--- src/rtl/filter_chain_pkg.sv ---
// Shared types and default tuning constants for the filter chain router.
package filter_chain_pkg;

  typedef enum logic {
    WAIT_SOF = 1'b0,
    RUN      = 1'b1
  } state_t;

  localparam int DEF_BPM_BASE  = 100;
  localparam int DEF_BPM_STEP  = 40;
  localparam int DEF_HYST      = 4;
  localparam int DEF_BEAT_HOLD = 2;

endpackage

--- src/rtl/filter_chain_router_bpm_depth_mapper.sv ---
// Hysteretic mapping of a BPM estimate onto a filter depth (1..NUM_STAGES).
// A level above the current base must be cleared by +HYST to switch on; a
// level at or below the current base stays on until bpm drops below -HYST.
module bpm_depth_mapper
  import filter_chain_pkg::*;
#(
  parameter int NUM_STAGES = 4,
  parameter int BPM_BASE   = DEF_BPM_BASE,
  parameter int BPM_STEP   = DEF_BPM_STEP,
  parameter int HYST       = DEF_HYST,
  parameter int DEPTH_W    = $clog2(NUM_STAGES + 1)
) (
  input  logic [15:0]        bpm,
  input  logic [DEPTH_W-1:0] cur_base,
  output logic [DEPTH_W-1:0] next_base
);

  logic [16:0] thr;
  logic        level_on;

  // highest level whose hysteresis-adjusted threshold is met wins
  always_comb begin
    next_base = DEPTH_W'(1);
    thr       = '0;
    level_on  = 1'b0;
    for (int k = 2; k <= NUM_STAGES; k++) begin
      thr = 17'(BPM_BASE) + 17'((k - 2) * BPM_STEP);
      if (k <= int'(cur_base))
        level_on = ({1'b0, bpm} + 17'(HYST)) >= thr;
      else
        level_on = {1'b0, bpm} >= (thr + 17'(HYST));
      if (level_on)
        next_base = DEPTH_W'(k);
    end
  end

endmodule

--- src/rtl/filter_chain_router.sv ---
// Selects raw pixels or one tap of an external filter cascade per frame,
// with depth driven by a hysteretic BPM map plus a short post-beat boost.
//
// state    | meaning
// WAIT_SOF | after reset, discard everything until the first valid sop
// RUN      | frame-aligned routing; depth re-latched on each valid sop
module filter_chain_router
  import filter_chain_pkg::*;
#(
  parameter int DATA_W     = 8,
  parameter int NUM_STAGES = 4,
  parameter int BPM_BASE   = DEF_BPM_BASE,
  parameter int BPM_STEP   = DEF_BPM_STEP,
  parameter int HYST       = DEF_HYST,
  parameter int BEAT_HOLD  = DEF_BEAT_HOLD
) (
  input  logic                               clk,
  input  logic                               reset,
  input  logic [DATA_W-1:0]                  pixel_in,
  input  logic                               pixel_in_valid,
  input  logic                               pixel_in_sop,
  input  logic                               pixel_in_eop,
  input  logic [NUM_STAGES*DATA_W-1:0]       tap_data,
  input  logic [NUM_STAGES-1:0]              tap_valid,
  input  logic [15:0]                        bpm_estimate,
  input  logic                               beat_detected,
  input  logic                               filter_enable,
  output logic [DATA_W-1:0]                  pixel_out,
  output logic                               pixel_out_valid,
  output logic [$clog2(NUM_STAGES+1)-1:0]    active_depth,
  output logic [15:0]                        frame_count
);

  localparam int DEPTH_W = $clog2(NUM_STAGES + 1);
  localparam int BOOST_W = (BEAT_HOLD < 1) ? 1 : $clog2(BEAT_HOLD + 1);

  state_t              state;
  logic [DEPTH_W-1:0]  base_depth;
  logic [DEPTH_W-1:0]  next_base;
  logic [DEPTH_W-1:0]  eff_depth;
  logic [DEPTH_W-1:0]  sel_depth;
  logic [BOOST_W-1:0]  boost_cnt;
  logic                sop_seen;
  logic                eop_seen;
  logic                in_run;
  logic [DATA_W-1:0]   sel_data;
  logic                sel_valid;

  assign sop_seen = pixel_in_valid & pixel_in_sop;
  assign eop_seen = pixel_in_valid & pixel_in_eop;
  // the sop pixel itself is routed even when it is what leaves WAIT_SOF
  assign in_run   = (state == RUN) | sop_seen;

  bpm_depth_mapper #(
    .NUM_STAGES (NUM_STAGES),
    .BPM_BASE   (BPM_BASE),
    .BPM_STEP   (BPM_STEP),
    .HYST       (HYST),
    .DEPTH_W    (DEPTH_W)
  ) u_mapper (
    .bpm        (bpm_estimate),
    .cur_base   (base_depth),
    .next_base  (next_base)
  );

  // effective depth and source mux; on a sop cycle the new depth applies at once
  always_comb begin
    if (!filter_enable)
      eff_depth = '0;
    else if ((boost_cnt != '0) && (base_depth < DEPTH_W'(NUM_STAGES)))
      eff_depth = base_depth + DEPTH_W'(1);
    else
      eff_depth = base_depth;

    sel_depth = sop_seen ? eff_depth : active_depth;
    sel_data  = pixel_in;
    sel_valid = pixel_in_valid;
    if (sel_depth != '0) begin
      sel_data  = tap_data[(int'(sel_depth) - 1) * DATA_W +: DATA_W];
      sel_valid = tap_valid[int'(sel_depth) - 1];
    end
  end

  // state, depth tracking, boost timer, frame counter and registered output
  always_ff @(posedge clk) begin
    if (reset) begin
      state           <= WAIT_SOF;
      pixel_out       <= '0;
      pixel_out_valid <= 1'b0;
      active_depth    <= '0;
      frame_count     <= '0;
      boost_cnt       <= '0;
      base_depth      <= DEPTH_W'(1);
    end else begin
      base_depth <= next_base;

      if (beat_detected)
        boost_cnt <= BOOST_W'(BEAT_HOLD);
      else if (eop_seen && (boost_cnt != '0))
        boost_cnt <= boost_cnt - BOOST_W'(1);

      if (sop_seen) begin
        state        <= RUN;
        active_depth <= eff_depth;
      end

      if (in_run) begin
        pixel_out_valid <= sel_valid;
        if (sel_valid)
          pixel_out <= sel_data;
        if (eop_seen)
          frame_count <= frame_count + 16'd1;
      end else begin
        pixel_out_valid <= 1'b0;
      end
    end
  end

endmodule

--- config.mk ---
export PLATFORM = sky130hd
export DESIGN_NAME = filter_chain_router
export DESIGN_NICKNAME = d
export VERILOG_FILES = /design/src/rtl/filter_chain_pkg.sv /design/src/rtl/filter_chain_router_bpm_depth_mapper.sv /design/src/rtl/filter_chain_router.sv
export SDC_FILE = /design/constraint.sdc
export NUM_CORES = 1
export LEC_CHECK = 0
export CAP_MARGIN = 20
export CORE_ASPECT_RATIO = 0.5
export CORE_MARGIN = 1
export CORE_UTILIZATION = 48
export DETAILED_ROUTE_END_ITERATION = 16
export GPL_TIMING_DRIVEN = 0
export HOLD_SLACK_MARGIN = 0.06
export PLACE_DENSITY = 0.95
export SYNTH_ARGS = -nofsm -noshare
export SYNTH_HDL_FRONTEND = slang
export SYNTH_SLANG_ARGS = --single-unit
--- constraint.sdc ---
create_clock -name clk -period 9.4 [get_ports clk]
set_input_delay 2.82 -clock clk [delete_from_list [all_inputs] [get_ports clk]]
set_output_delay 2.82 -clock clk [all_outputs]
set_load 0.02 [all_outputs]
==> impl_metrics.py <==
metrics = {
    "status": {
        "outcome": "finished clean",
    },
    "synthesis": {
        "synthDistinctLibCells": 60,
        "post-synth-top-count-cell": "nor2_1",
        "synth_top_cell_by_area": "dfxtp_1",
        "synthTopCellsByCount": "nor2_1 (42), dfxtp_1 (34), mux2i_1 (26)",
        "yosysTopAreaCellShare_pct": 28.2,
        "ys_warn_count": 0,
        "async_flop_share_pct": 0,
        "synth-edff-count": 0,
        "synth_seq_cells": 34,
        "postSynthCellCount": 290,
        "netlist_top_cells_area": "dfxtp_1 (28%), mux2i_1 (11%), nor2_1 (6.5%)",
        "synth_flop_cell": "dfxtp_1",
        "synth_seq_area_share_pct": 28.2,
        "synth_nets": 367,
        "netlist_area_um2": 2410,
        "syn_area_per_cell_um2": 8.33,
    },
    "global_route": {
        "grt_pass1_vias": 2601,
        "overflow": 0,
        "antenna_found_initial": 0,
        "grt_max_degree": 12,
        "grt_use_total_pct": 28.9,
        "grt_first_pass_wirelength_um": 11800,
    },
    "job": {
        "max-cap-violations": 0,
    },
    "timing": {
        "tightest_slew_ns": 0.744,
        "setup_ws_ns": 3.58,
        "hold_violations": 0,
        "setup_viol": 0,
        "maxSlewHeadroom_pct": 50.4,
        "max_freq_mhz": 172,
        "timing.setup.tns_ns": 0,
        "whs_ns": 0.514,
        "rsz0062_at_grt": "no",
        "timing.clock.skew_ns": 0.00934,
        "slew_violations": 0,
        "finalCritPeriodShare_pct": 61.9,
        "min_period_ns": 5.82,
    },
    "clocking": {
        "cts_buffer_depth": 2,
        "path_clk_slew_ns": 0.07,
        "clk_latency_ns": 0.30,
        "cts_hold_buf": 0,
        "cts_tree": "done",
        "cts_made_buffers": 5,
        "cts_root_buf": "clkbuf_8",
        "clock_sinks": 34,
        "cts.htree.levels": 2,
        "ctsResizeCount": 0,
        "post-cts-setup-buffer-count": 0,
    },
    "floorplan": {
        "rows": 17,
        "ioPinCount": 95,
        "die_area_um2": 5340,
        "die_w_um": 102,
        "initial_core_util_pct": 52.3,
        "die_height_um": 52.2,
        "core_area_um2": 4620,
    },
    "worst_setup_path": {
        "crit_buf_inv": 3,
        "path_cells": "clkdlybuf4s50_1 > and3_4 > a41oi_1 > ha_1 > clkbuf_1 > clkbuf_1 > mux2i_1 > o221ai_1 > mux2i_1 > nor2_1",
        "setup.worst_path.class": "input pin to register",
        "start_kind": "input pin",
        "required_ns": 9.56,
        "cpLargestDelayFamily": "buffers and inverters",
        "cp_max_fo": 10,
        "max_stage_delay_ns": 0.63,
        "cp.arrival_ns": 5.98,
        "setup.worst_path.end_class": "register",
        "cp_slowest_cell": "clkbuf_1",
    },
    "cells_and_area": {
        "antenna_cells": 0,
        "nNetsFinal": 464,
        "area_delta_synth_final_pct": 46.6,
        "fillCellCount": 315,
        "final_layout_size_suffix_gt1_share_pct": 7.22,
        "design_area_um2": 3540,
    },
    "power_and_ir_drop": {
        "clock_power_share_pct": 38.7,
        "seqPwrFrac_pct": 35.2,
        "internal_power_uw": 321,
        "ir_drop_uv": 99.3,
        "pwr-share-comb_pct": 26.2,
        "power.leakage_nw": 1.39,
        "cellPowerDensity_nw_per_um2": 122,
        "swShare_pct": 26.1,
        "p_switching_uw": 113,
    },
    "detailed_routing": {
        "drtAntennaViolNets": 0,
        "wl_um": 7490,
        "vias_per_cell": 5.71,
        "vias": 2593,
        "drt_iter0_drc": 131,
        "drc": 0,
        "drt-pass1-iter-count": 5,
        "wl_per_cell_um": 16.5,
    },
    "place": {
        "port_buffers": 90,
        "hpwl_um": 5770,
        "placement.cell_area_um2": 3400,
        "gp_routability_congestion": 0.918,
        "pre_cts_ws_ns": 3.33,
    },
    "min_path": {
        "min_path_type": "register to register",
    },
}
[worst min-delay path, cell delays in order (launching register included)]
cell     delay [ns]
dfxtp_1        0.33
mux2i_1        0.07
nor2_1         0.08
[layout make-up]
class,instances,area (µm²),area share (%)
clock inverter,2,60.1,1.70
tap,66,82.6,2.33
sequential,34,681,19.2
multi-input combinational,228,1600,45.1
buffer,17,95.1,2.69
timing repair buffer,90,901,25.4
clock buffer,6,82.6,2.33
inverter,11,41.3,1.17
[state kept, by name (all words and copies together) (netlist names)]
signal and count:
boost_cnt 2, pixel_out_valid 1, frame_count 16, state 1, pixel_out 8, active_depth 3
base_depth 3
[placed cells by master, fill, tap and decap left out, types with 9 or more instances in the layout]
master / netlist / layout
dfxtp_1: 34 / 34
nand2_1: 20 / 20
clkdlybuf4s50_1: 0 / 90
ha_1: 10 / 10
inv_1: 10 / 10
and3_1: 9 / 9
mux2i_1: 26 / 26
xor2_1: 9 / 9
nor2_1: 42 / 42
xnor2_1: 12 / 12
nand3_1: 13 / 13
[metal layers]
layer,vias up,routed length [µm],GRT usage (%)
met4,0,180,14.3
met2,89,4040,56.0
met1,1230,3010,30.7
li1,1253,-,-
met3,21,264,5.24
met5,-,0,0
[metrics by stage]
stage / power (mW) / util [%] / cells
after global routing: 0.450 / 76.7 / 454
after CTS: 0.433 / 76.7 / 454
after detailed placement: 0.267 / 73.6 / 446
final: 0.434 / 76.7 / 454
after global placement: 0.260 / 73.6 / 446
after floorplan: 0.216 / - / 290
[worst paths after layout]
check                      from           end  slack (ns)  cells past startpoint
setup / recovery   pixel_in_sop  pixel_out[6]        3.58                     10
setup reg to reg  base_depth[0]  pixel_out[6]        5.54                     11
hold / removal     pixel_out[5]  pixel_out[5]        0.51                      2
hold reg to reg    pixel_out[5]  pixel_out[5]        0.51                      2
[power groups by stage]
stage	clock network [mW]	logic [mW]	registers, mW
finish	0.168	0.113	0.152
global route	0.176	0.121	0.153
CTS	0.168	0.112	0.152
detailed placement	0	0.111	0.155
global placement	0	0.105	0.155
floorplan	0	0.0565	0.159
[kinds of logic (layout without fill, tap and decap cells)]
group	Yosys count	after routing	share of synthesized area (%)
AO/OA/AOI/OAI	57	57	17.8
XOR/XNOR	21	21	7.62
adder cells (fa/ha/maj)	10	10	5.18
buffers and inverters	28	126	5.65
flip-flops	34	34	28.2
multiplexers	27	27	11.7
AND/OR/NAND/NOR	113	113	23.9
(Power assumes the default switching activity.)
